--- src/rtl/rf_write_scheduler_pkg.sv ---
// Shared definitions for the register-file write scheduler: fixed register
// addresses, the grant-source encoding and the UART FIFO entry format.
package rf_sched_pkg;

  localparam logic [4:0] K0_ADDR   = 5'd26;
  localparam logic [4:0] ZERO_ADDR = 5'd0;

  typedef enum logic [1:0] {
    SRC_NONE = 2'd0,
    SRC_WB   = 2'd1,
    SRC_EXC  = 2'd2,
    SRC_UART = 2'd3
  } grant_src_e;

  typedef struct packed {
    logic       flag;
    logic [7:0] data;
  } uart_entry_t;

  // Destination register for a buffered UART byte.
  function automatic logic [4:0] uart_dest(input logic       flag,
                                           input logic [4:0] reg1,
                                           input logic [4:0] reg2);
    return flag ? reg2 : reg1;
  endfunction

endpackage

--- src/rtl/rf_write_scheduler_if.sv ---
// Bundle of requester inputs, register-file write port and status outputs.
// The master side is the surrounding pipeline/UART logic; the slave side
// is the scheduler. The pipe_hold signal exists only when
// RF_SCHED_STARVE_EN is defined.
interface rf_write_scheduler_if #(
  parameter int FIFO_DEPTH = 4
);
  localparam int LW = $clog2(FIFO_DEPTH) + 1;

  logic          wb_we;
  logic [4:0]    wb_addr;
  logic [31:0]   wb_data;
  logic          exc_req;
  logic [31:0]   exc_data;
  logic          uart_valid;
  logic          uart_flag;
  logic [7:0]    uart_byte;

  logic          rf_we;
  logic [4:0]    rf_addr;
  logic [31:0]   rf_data;
  logic          exc_pending;
  logic [LW-1:0] fifo_level;
  logic          uart_overflow;
  logic [7:0]    result_data;
  logic          result_valid;
`ifdef RF_SCHED_STARVE_EN
  logic          pipe_hold;
`endif

`ifdef RF_SCHED_STARVE_EN
  modport master (
    output wb_we, wb_addr, wb_data, exc_req, exc_data,
           uart_valid, uart_flag, uart_byte,
    input  rf_we, rf_addr, rf_data, exc_pending, fifo_level,
           uart_overflow, result_data, result_valid, pipe_hold
  );

  modport slave (
    input  wb_we, wb_addr, wb_data, exc_req, exc_data,
           uart_valid, uart_flag, uart_byte,
    output rf_we, rf_addr, rf_data, exc_pending, fifo_level,
           uart_overflow, result_data, result_valid, pipe_hold
  );
`else
  modport master (
    output wb_we, wb_addr, wb_data, exc_req, exc_data,
           uart_valid, uart_flag, uart_byte,
    input  rf_we, rf_addr, rf_data, exc_pending, fifo_level,
           uart_overflow, result_data, result_valid
  );

  modport slave (
    input  wb_we, wb_addr, wb_data, exc_req, exc_data,
           uart_valid, uart_flag, uart_byte,
    output rf_we, rf_addr, rf_data, exc_pending, fifo_level,
           uart_overflow, result_data, result_valid
  );
`endif

endinterface

--- src/rtl/rf_write_scheduler_fifo.sv ---
// Small synchronous FIFO buffering received UART bytes until the write
// port is free. A push while full is accepted only when a pop happens in
// the same cycle; the caller detects drops from full/pop itself.
module rf_sched_fifo
  import rf_sched_pkg::*;
#(
  parameter int DEPTH = 4,
  localparam int PW = $clog2(DEPTH),
  localparam int LW = $clog2(DEPTH) + 1
) (
  input  logic          clk,
  input  logic          reset,
  input  logic          push,
  input  logic          pop,
  input  uart_entry_t   wr_data,
  output uart_entry_t   rd_data,
  output logic          full,
  output logic          empty,
  output logic [LW-1:0] level
);

  uart_entry_t   mem [DEPTH];
  logic [PW-1:0] wr_ptr;
  logic [PW-1:0] rd_ptr;
  logic          do_push;
  logic          do_pop;

  assign full    = (level == LW'(DEPTH));
  assign empty   = (level == '0);
  assign do_pop  = pop && !empty;
  assign do_push = push && (!full || do_pop);
  assign rd_data = mem[rd_ptr];

  // Entry storage; contents past the level are don't-care, so no reset.
  always_ff @(posedge clk) begin
    if (do_push) begin
      mem[wr_ptr] <= wr_data;
    end
  end

  // Pointers wrap naturally because DEPTH is a power of two.
  always_ff @(posedge clk) begin
    if (reset) begin
      wr_ptr <= '0;
      rd_ptr <= '0;
      level  <= '0;
    end else begin
      if (do_push) begin
        wr_ptr <= wr_ptr + PW'(1);
      end
      if (do_pop) begin
        rd_ptr <= rd_ptr + PW'(1);
      end
      case ({do_push, do_pop})
        2'b10:   level <= level + LW'(1);
        2'b01:   level <= level - LW'(1);
        default: level <= level;
      endcase
    end
  end

endmodule

--- src/rtl/rf_write_scheduler.sv ---
// Single-port register-file write scheduler. WB writeback always wins the
// port; a pending $k0 save goes next, then the head of the UART byte FIFO.
// WB writes to RESULT_REG are captured for UART transmit.
// Optional starvation guard: define RF_SCHED_STARVE_EN to add pipe_hold.
module rf_write_scheduler
  import rf_sched_pkg::*;
#(
  parameter int         FIFO_DEPTH   = 4,
  parameter logic [4:0] UART_REG1    = 5'd4,
  parameter logic [4:0] UART_REG2    = 5'd5,
  parameter logic [4:0] RESULT_REG   = 5'd2,
  parameter int         STARVE_LIMIT = 8
) (
  input logic                 clk,
  input logic                 reset,
  rf_write_scheduler_if.slave bus
);

  localparam int LW = $clog2(FIFO_DEPTH) + 1;

  if ((FIFO_DEPTH < 2) || ((FIFO_DEPTH & (FIFO_DEPTH - 1)) != 0) ||
      (STARVE_LIMIT < 1)) begin : g_param_check
    $error("rf_write_scheduler: FIFO_DEPTH must be a power of two >= 2 and STARVE_LIMIT >= 1");
  end

  grant_src_e    grant_src;
  logic          wb_ok;
  logic          exc_pending_q;
  logic [31:0]   exc_data_q;
  logic          uart_overflow_q;
  logic [7:0]    result_data_q;
  logic          result_valid_q;

  logic          fifo_push;
  logic          fifo_pop;
  logic          fifo_full;
  logic          fifo_empty;
  logic [LW-1:0] fifo_level;
  uart_entry_t   fifo_head;
  uart_entry_t   fifo_wr;

  // A WB write to $0 carries no data, so it leaves the slot to others.
  assign wb_ok = bus.wb_we && (bus.wb_addr != ZERO_ADDR);

  // Fixed-priority arbitration; nothing is granted while in reset.
  always_comb begin
    grant_src = SRC_NONE;
    if (!reset) begin
      if (wb_ok) begin
        grant_src = SRC_WB;
      end else if (exc_pending_q) begin
        grant_src = SRC_EXC;
      end else if (!fifo_empty) begin
        grant_src = SRC_UART;
      end
    end
  end

  // Drive the register-file write port from the winning source.
  always_comb begin
    bus.rf_we   = 1'b0;
    bus.rf_addr = ZERO_ADDR;
    bus.rf_data = '0;
    case (grant_src)
      SRC_WB: begin
        bus.rf_we   = 1'b1;
        bus.rf_addr = bus.wb_addr;
        bus.rf_data = bus.wb_data;
      end
      SRC_EXC: begin
        bus.rf_we   = 1'b1;
        bus.rf_addr = K0_ADDR;
        bus.rf_data = exc_data_q;
      end
      SRC_UART: begin
        bus.rf_we   = 1'b1;
        bus.rf_addr = uart_dest(fifo_head.flag, UART_REG1, UART_REG2);
        bus.rf_data = {24'b0, fifo_head.data};
      end
      default: begin
        bus.rf_we   = 1'b0;
        bus.rf_addr = ZERO_ADDR;
        bus.rf_data = '0;
      end
    endcase
  end

  assign fifo_push    = bus.uart_valid && !reset;
  assign fifo_pop     = (grant_src == SRC_UART);
  assign fifo_wr.flag = bus.uart_flag;
  assign fifo_wr.data = bus.uart_byte;

  rf_sched_fifo #(
    .DEPTH (FIFO_DEPTH)
  ) u_fifo (
    .clk     (clk),
    .reset   (reset),
    .push    (fifo_push),
    .pop     (fifo_pop),
    .wr_data (fifo_wr),
    .rd_data (fifo_head),
    .full    (fifo_full),
    .empty   (fifo_empty),
    .level   (fifo_level)
  );

  // $k0 save latch: a new request always wins over clearing, so a request
  // coinciding with a grant re-arms with the fresh PC.
  always_ff @(posedge clk) begin
    if (reset) begin
      exc_pending_q <= 1'b0;
      exc_data_q    <= '0;
    end else if (bus.exc_req) begin
      exc_pending_q <= 1'b1;
      exc_data_q    <= bus.exc_data;
    end else if (grant_src == SRC_EXC) begin
      exc_pending_q <= 1'b0;
    end
  end

  // Sticky flag for a byte dropped because the FIFO was full with no pop.
  always_ff @(posedge clk) begin
    if (reset) begin
      uart_overflow_q <= 1'b0;
    end else if (fifo_push && fifo_full && !fifo_pop) begin
      uart_overflow_q <= 1'b1;
    end
  end

  // Capture the low byte of granted WB writes to the result register.
  always_ff @(posedge clk) begin
    if (reset) begin
      result_data_q  <= '0;
      result_valid_q <= 1'b0;
    end else begin
      result_valid_q <= 1'b0;
      if ((grant_src == SRC_WB) && (bus.wb_addr == RESULT_REG)) begin
        result_data_q  <= bus.wb_data[7:0];
        result_valid_q <= 1'b1;
      end
    end
  end

  assign bus.exc_pending   = exc_pending_q;
  assign bus.fifo_level    = fifo_level;
  assign bus.uart_overflow = uart_overflow_q;
  assign bus.result_data   = result_data_q;
  assign bus.result_valid  = result_valid_q;

`ifdef RF_SCHED_STARVE_EN
  localparam int SW = $clog2(STARVE_LIMIT + 1);

  logic [SW-1:0] starve_left;
  logic          pipe_hold_q;
  logic          lower_req;
  logic          lower_grant;
  logic          lower_denied;

  assign lower_req    = exc_pending_q || !fifo_empty;
  assign lower_grant  = (grant_src == SRC_EXC) || (grant_src == SRC_UART);
  assign lower_denied = lower_req && !lower_grant && !reset;

  // Down-counter of denied cycles left before the pipeline is held for
  // one cycle; the hold cycle lets the waiting requester through.
  always_ff @(posedge clk) begin
    if (reset) begin
      starve_left <= SW'(STARVE_LIMIT);
      pipe_hold_q <= 1'b0;
    end else begin
      pipe_hold_q <= 1'b0;
      if (lower_grant) begin
        starve_left <= SW'(STARVE_LIMIT);
      end else if (lower_denied) begin
        if (starve_left == SW'(1)) begin
          pipe_hold_q <= 1'b1;
          starve_left <= SW'(STARVE_LIMIT);
        end else begin
          starve_left <= starve_left - SW'(1);
        end
      end
    end
  end

  assign bus.pipe_hold = pipe_hold_q;
`endif

endmodule
--- src/flat_wrapper.sv ---
// flat-port wrapper written by rule: the top's interface ports become plain ports
module rf_write_scheduler_flat import rf_sched_pkg::*;
#(
  parameter int         FIFO_DEPTH   = 4,
  parameter logic [4:0] UART_REG1    = 5'd4,
  parameter logic [4:0] UART_REG2    = 5'd5,
  parameter logic [4:0] RESULT_REG   = 5'd2,
  parameter int         STARVE_LIMIT = 8
)
  (clk, reset, bus_wb_we, bus_wb_addr, bus_wb_data, bus_exc_req, bus_exc_data, bus_uart_valid, bus_uart_flag, bus_uart_byte, bus_rf_we, bus_rf_addr, bus_rf_data, bus_exc_pending, bus_fifo_level, bus_uart_overflow, bus_result_data, bus_result_valid);
  rf_write_scheduler_if #(.FIFO_DEPTH(FIFO_DEPTH)) bus_i ();
  input logic clk;
  input logic reset;
  input wire logic [$bits(bus_i.wb_we)-1:0] bus_wb_we;
  input wire logic [$bits(bus_i.wb_addr)-1:0] bus_wb_addr;
  input wire logic [$bits(bus_i.wb_data)-1:0] bus_wb_data;
  input wire logic [$bits(bus_i.exc_req)-1:0] bus_exc_req;
  input wire logic [$bits(bus_i.exc_data)-1:0] bus_exc_data;
  input wire logic [$bits(bus_i.uart_valid)-1:0] bus_uart_valid;
  input wire logic [$bits(bus_i.uart_flag)-1:0] bus_uart_flag;
  input wire logic [$bits(bus_i.uart_byte)-1:0] bus_uart_byte;
  output wire logic [$bits(bus_i.rf_we)-1:0] bus_rf_we;
  output wire logic [$bits(bus_i.rf_addr)-1:0] bus_rf_addr;
  output wire logic [$bits(bus_i.rf_data)-1:0] bus_rf_data;
  output wire logic [$bits(bus_i.exc_pending)-1:0] bus_exc_pending;
  output wire logic [$bits(bus_i.fifo_level)-1:0] bus_fifo_level;
  output wire logic [$bits(bus_i.uart_overflow)-1:0] bus_uart_overflow;
  output wire logic [$bits(bus_i.result_data)-1:0] bus_result_data;
  output wire logic [$bits(bus_i.result_valid)-1:0] bus_result_valid;
  assign bus_i.wb_we = bus_wb_we;
  assign bus_i.wb_addr = bus_wb_addr;
  assign bus_i.wb_data = bus_wb_data;
  assign bus_i.exc_req = bus_exc_req;
  assign bus_i.exc_data = bus_exc_data;
  assign bus_i.uart_valid = bus_uart_valid;
  assign bus_i.uart_flag = bus_uart_flag;
  assign bus_i.uart_byte = bus_uart_byte;
  assign bus_rf_we = bus_i.rf_we;
  assign bus_rf_addr = bus_i.rf_addr;
  assign bus_rf_data = bus_i.rf_data;
  assign bus_exc_pending = bus_i.exc_pending;
  assign bus_fifo_level = bus_i.fifo_level;
  assign bus_uart_overflow = bus_i.uart_overflow;
  assign bus_result_data = bus_i.result_data;
  assign bus_result_valid = bus_i.result_valid;
  rf_write_scheduler #(.FIFO_DEPTH(FIFO_DEPTH), .UART_REG1(UART_REG1), .UART_REG2(UART_REG2), .RESULT_REG(RESULT_REG), .STARVE_LIMIT(STARVE_LIMIT)) u_core (.clk(clk), .reset(reset), .bus(bus_i));
endmodule
--- config.mk ---
export PLATFORM = sky130hd
export DESIGN_NAME = rf_write_scheduler_flat
export DESIGN_NICKNAME = d
export VERILOG_FILES = /design/src/rtl/rf_write_scheduler_pkg.sv /design/src/rtl/rf_write_scheduler_if.sv /design/src/rtl/rf_write_scheduler_fifo.sv /design/src/rtl/rf_write_scheduler.sv /design/src/flat_wrapper.sv
export SDC_FILE = /design/constraint.sdc
export NUM_CORES = 1
export LEC_CHECK = 0
export ABC_CLOCK_PERIOD_IN_PS = 3160
export CAP_MARGIN = 20
export CORE_ASPECT_RATIO = 1.4
export CORE_MARGIN = 4
export CORE_UTILIZATION = 55
export DETAILED_ROUTE_END_ITERATION = 16
export DONT_BUFFER_PORTS = 1
export PLACE_DENSITY = 0.8
export SLEW_MARGIN = 5
export SYNTH_ARGS = -nofsm -noshare
export SYNTH_HDL_FRONTEND = slang
export SYNTH_SLANG_ARGS = --single-unit
--- constraint.sdc ---
create_clock -name clk -period 3.16 [get_ports clk]
set_input_delay 0.79 -clock clk [delete_from_list [all_inputs] [get_ports clk]]
set_output_delay 0.79 -clock clk [all_outputs]
set_load 0.02 [all_outputs]
==> metrics.txt <==
PnR worst setup slack ~0.2 ns; synthesized cell area about 3900 µm²; Mean Syn Cell Area approximately 11 µm²; critical path peak fanout 16; H-tree Lvls 3; clock net sink count between 80 and 90; skew final 0.01192 ns; Post-Layout Cell Count 464; critical path launch point type input pin; CP max stage delay between 0.5 and 0.6 ns; power per cell area between 500 and 600 nW/µm²; Pre-antenna DRT Iters 6; min Tclk post-route 2.955 ns; worst skew pair latency ~0.36 ns; Area Growth Syn to Fin 10.84%; part of the power in combinational logic 0.115; P_sw a little over 600 µW; Die Height 107.2 µm; MaxCap Viol Count 0; VDD IR max ~0.00041 V; setup-violating endpoint count in the final report 0; Pleak roughly 1.7 nW; commonest non-fill, non-tap cell in the layout nor2_1; WP data required ~2.4 ns; Yosys reg bits between 80 and 90; initial antenna violation count 0; Post-Synthesis Cells between 300 and 400; critical path cell sequence or4_4 -> o21ai_4 -> buf_4 -> nand3_1 -> a21oi_1 -> buf_4; vias in the first global route between 2k and 3k; Core ar. about 6700 µm²; Worst Setup Path Type in2out; synth top area cells edfxtp_1 28%, dfxtp_1 27%, mux2i_1 11%; total grt overflow 0; Hold Vio Cnt, Final 0; Int Pwr 1.660 mW; Diodes inserted 0; Worst path slowest cell or4_4; Via density between 5 and 6; most frequent cells in the layout 54 x nor2_1, 52 x dfxtp_1, 41 x mux2i_1, 36 x edfxtp_1, 34 x nand2_1; Worst Path Arrival 2.16 ns; Final ANT Viol Nets 0; drt total wl a little under 9 mm; share of cells above drive strength 1 0.1640; gr usage total 0.2124; pin count of the biggest net entering global routing between 70 and 80; CTS tree yes; final slew viol count 0; vias between 2k and 3k; row cnt 35; DRC 0; most used cell, CP buf_4; Area after DPL approximately 4100 µm²; Flop pwr share 0.558; Initial Util 0.5770; Worst Hold Class in2reg; Die Area ~8500 µm²; syn nets around 440; CTS Buf Count 9; routed len/inst about 19 µm; initial DRC count between 150 and 200; Worst Tran Pin Value 0.6490 ns; RSZ-0062 raised after global routing false; Chip Width ~79 µm; number of I/O port buffers 0; Sw Ratio 0.2716; top cell type's share of synthesized area 0.2796; Max-slew headroom 0.5658; post-place setup slack ~0.20 ns; Root Driver clkbuf_8; Yosys top cell by area edfxtp_1; final-stage net count 455; clock transition at the registers of the reported paths approximately 0.10 ns; clock power share 0.327; design area 4285 µm²; Inst Count DP between 400 and 500; setup tns final 0 ns; max frequency about 0.34 GHz; Crit. End Element output port; Ys Warns 0; Max Buffers Root-to-Sink 2; Synth cell types 38; # hold bufs at CTS 0; first-pass GRT wire length 13.72 mm; status finished, final reports clean; Tcrit/Tclk final 0.9350; num ports 135; routability cong. 0.8070; sequential area share after synthesis 0.5489; HPWL Detailed about 6.3 mm
## synthesized netlist by cell type
cell      instances
a22oi_1           8
nand3_1          16
mux2i_1          41
nor4_1            3
clkbuf_1         13
o21a_2            1
a22o_1            9
o21ai_4           1
buf_4             2
or4_4             1
a221oi_1          1
a21oi_1          22
and2_1            4
buf_1             2
or2_2             1
ha_1              4
mux2_2            1
fa_1              1
clkbuf_2          1
or2_0             1
buf_2             7
nor2b_1           2
o32ai_1           1
mux4_2            9
nor2_1           54
xnor2_1           4
nor3_2            1
nor3b_1           2
or3_1             2
dfxtp_1          52
nand2_1          34
nand2b_1          1
a31oi_1           2
inv_1             8
o21ai_0           1
a21o_1            3
edfxtp_1         36
o211ai_1          1
## worst max-delay path, delay by kind of cell
kind,cells,cell delay (ns)
and+or+nand+nor,2,0.67
buffers and inverters,2,0.37
AOI/OAI and AO/OA,2,0.32
## metrics by stage
step	hold WS [ns]	utilization	power, mW
floorplan	0.4600	-	1.513
global placement	0.4742	0.6084	1.548
detailed placement	0.4820	0.6084	1.556
CTS	0.4796	0.6373	2.295
global route	0.4778	0.6396	2.390
finish	0.4968	0.6396	2.279
## path summary, 6_finish.rpt
check | slack, ns | to | cells after the start | startpoint
worst min-delay path | 0.50 | u_core.bus.uart_overflow$_SDFFE_PP0P_ | 1 | reset
worst min register to register | 0.50 | u_core.exc_data_q[5]$_SDFFE_PP0P_ | 2 | u_core.exc_data_q[5]$_SDFFE_PP0P_
worst max register to register | 0.60 | u_core.u_fifo.level[2]$_SDFFE_PP0P_ | 9 | u_core.u_fifo.level[0]$_SDFFE_PP0P_
worst max-delay path | 0.21 | bus_rf_data[26] | 6 | bus_wb_addr[3]
## area by class of cell
cell class / count / area [µm²]
sequential: 88 / 2122
multi-input combinational: 232 / 1614
tap: 92 / 115.1
clock inverter: 7 / 70.07
clock buffer: 9 / 123.9
inverter: 8 / 30.03
fill: 541 / 2415
timing repair buffer: 28 / 210.2
## power groups by stage
| stage | Sequential, mW | Clock (mW) | Combinational, mW |
|---|---|---|---|
| floorplan | 1.28 | 0 | 0.228 |
| global placement | 1.29 | 0 | 0.253 |
| detailed placement | 1.30 | 0 | 0.259 |
| CTS | 1.27 | 0.762 | 0.261 |
| global route | 1.28 | 0.822 | 0.290 |
| finish | 1.27 | 0.746 | 0.262 |
## layer usage
metal / part of all wire / track usage
met3: 0.074 / 0.05294
met2: 0.53 / 0.3748
met4: 0.018 / 0.09337
met1: 0.37 / 0.2407
met5: 0 / 0
## state kept, by name, summed over array words and instances, names as in the netlist, named ones only
register	cells
u_core.u_fifo.wr_ptr	2
u_core.u_fifo.mem	36
u_core.bus.result_valid	1
u_core.u_fifo.rd_ptr	2
u_core.u_fifo.level	3
u_core.bus.exc_pending	1
u_core.bus.result_data	8
u_core.bus.uart_overflow	1
u_core.exc_data_q	32
## cells by family (layout without fill, tap and decap cells)
family                     after synthesis  count (layout)  synth area share
DFF                                     88              88            0.5489
muxes                                   51              51            0.1615
buffers and inverters                   33              52           0.03657
AOI/OAI and AO/OA                       50              50           0.08771
and+or+nand+nor                        122             122            0.1382
adders and majority gates                5               5           0.01812
xor gates and xnor gates                 4               4          0.009061
## timing repair
action | CTS | global route
buffers inserted | 0 | 2
resized for setup | 0 | 0
setup endpoints to repair | 0 | 3
Note: power is estimated with default switching activity, not from simulation.
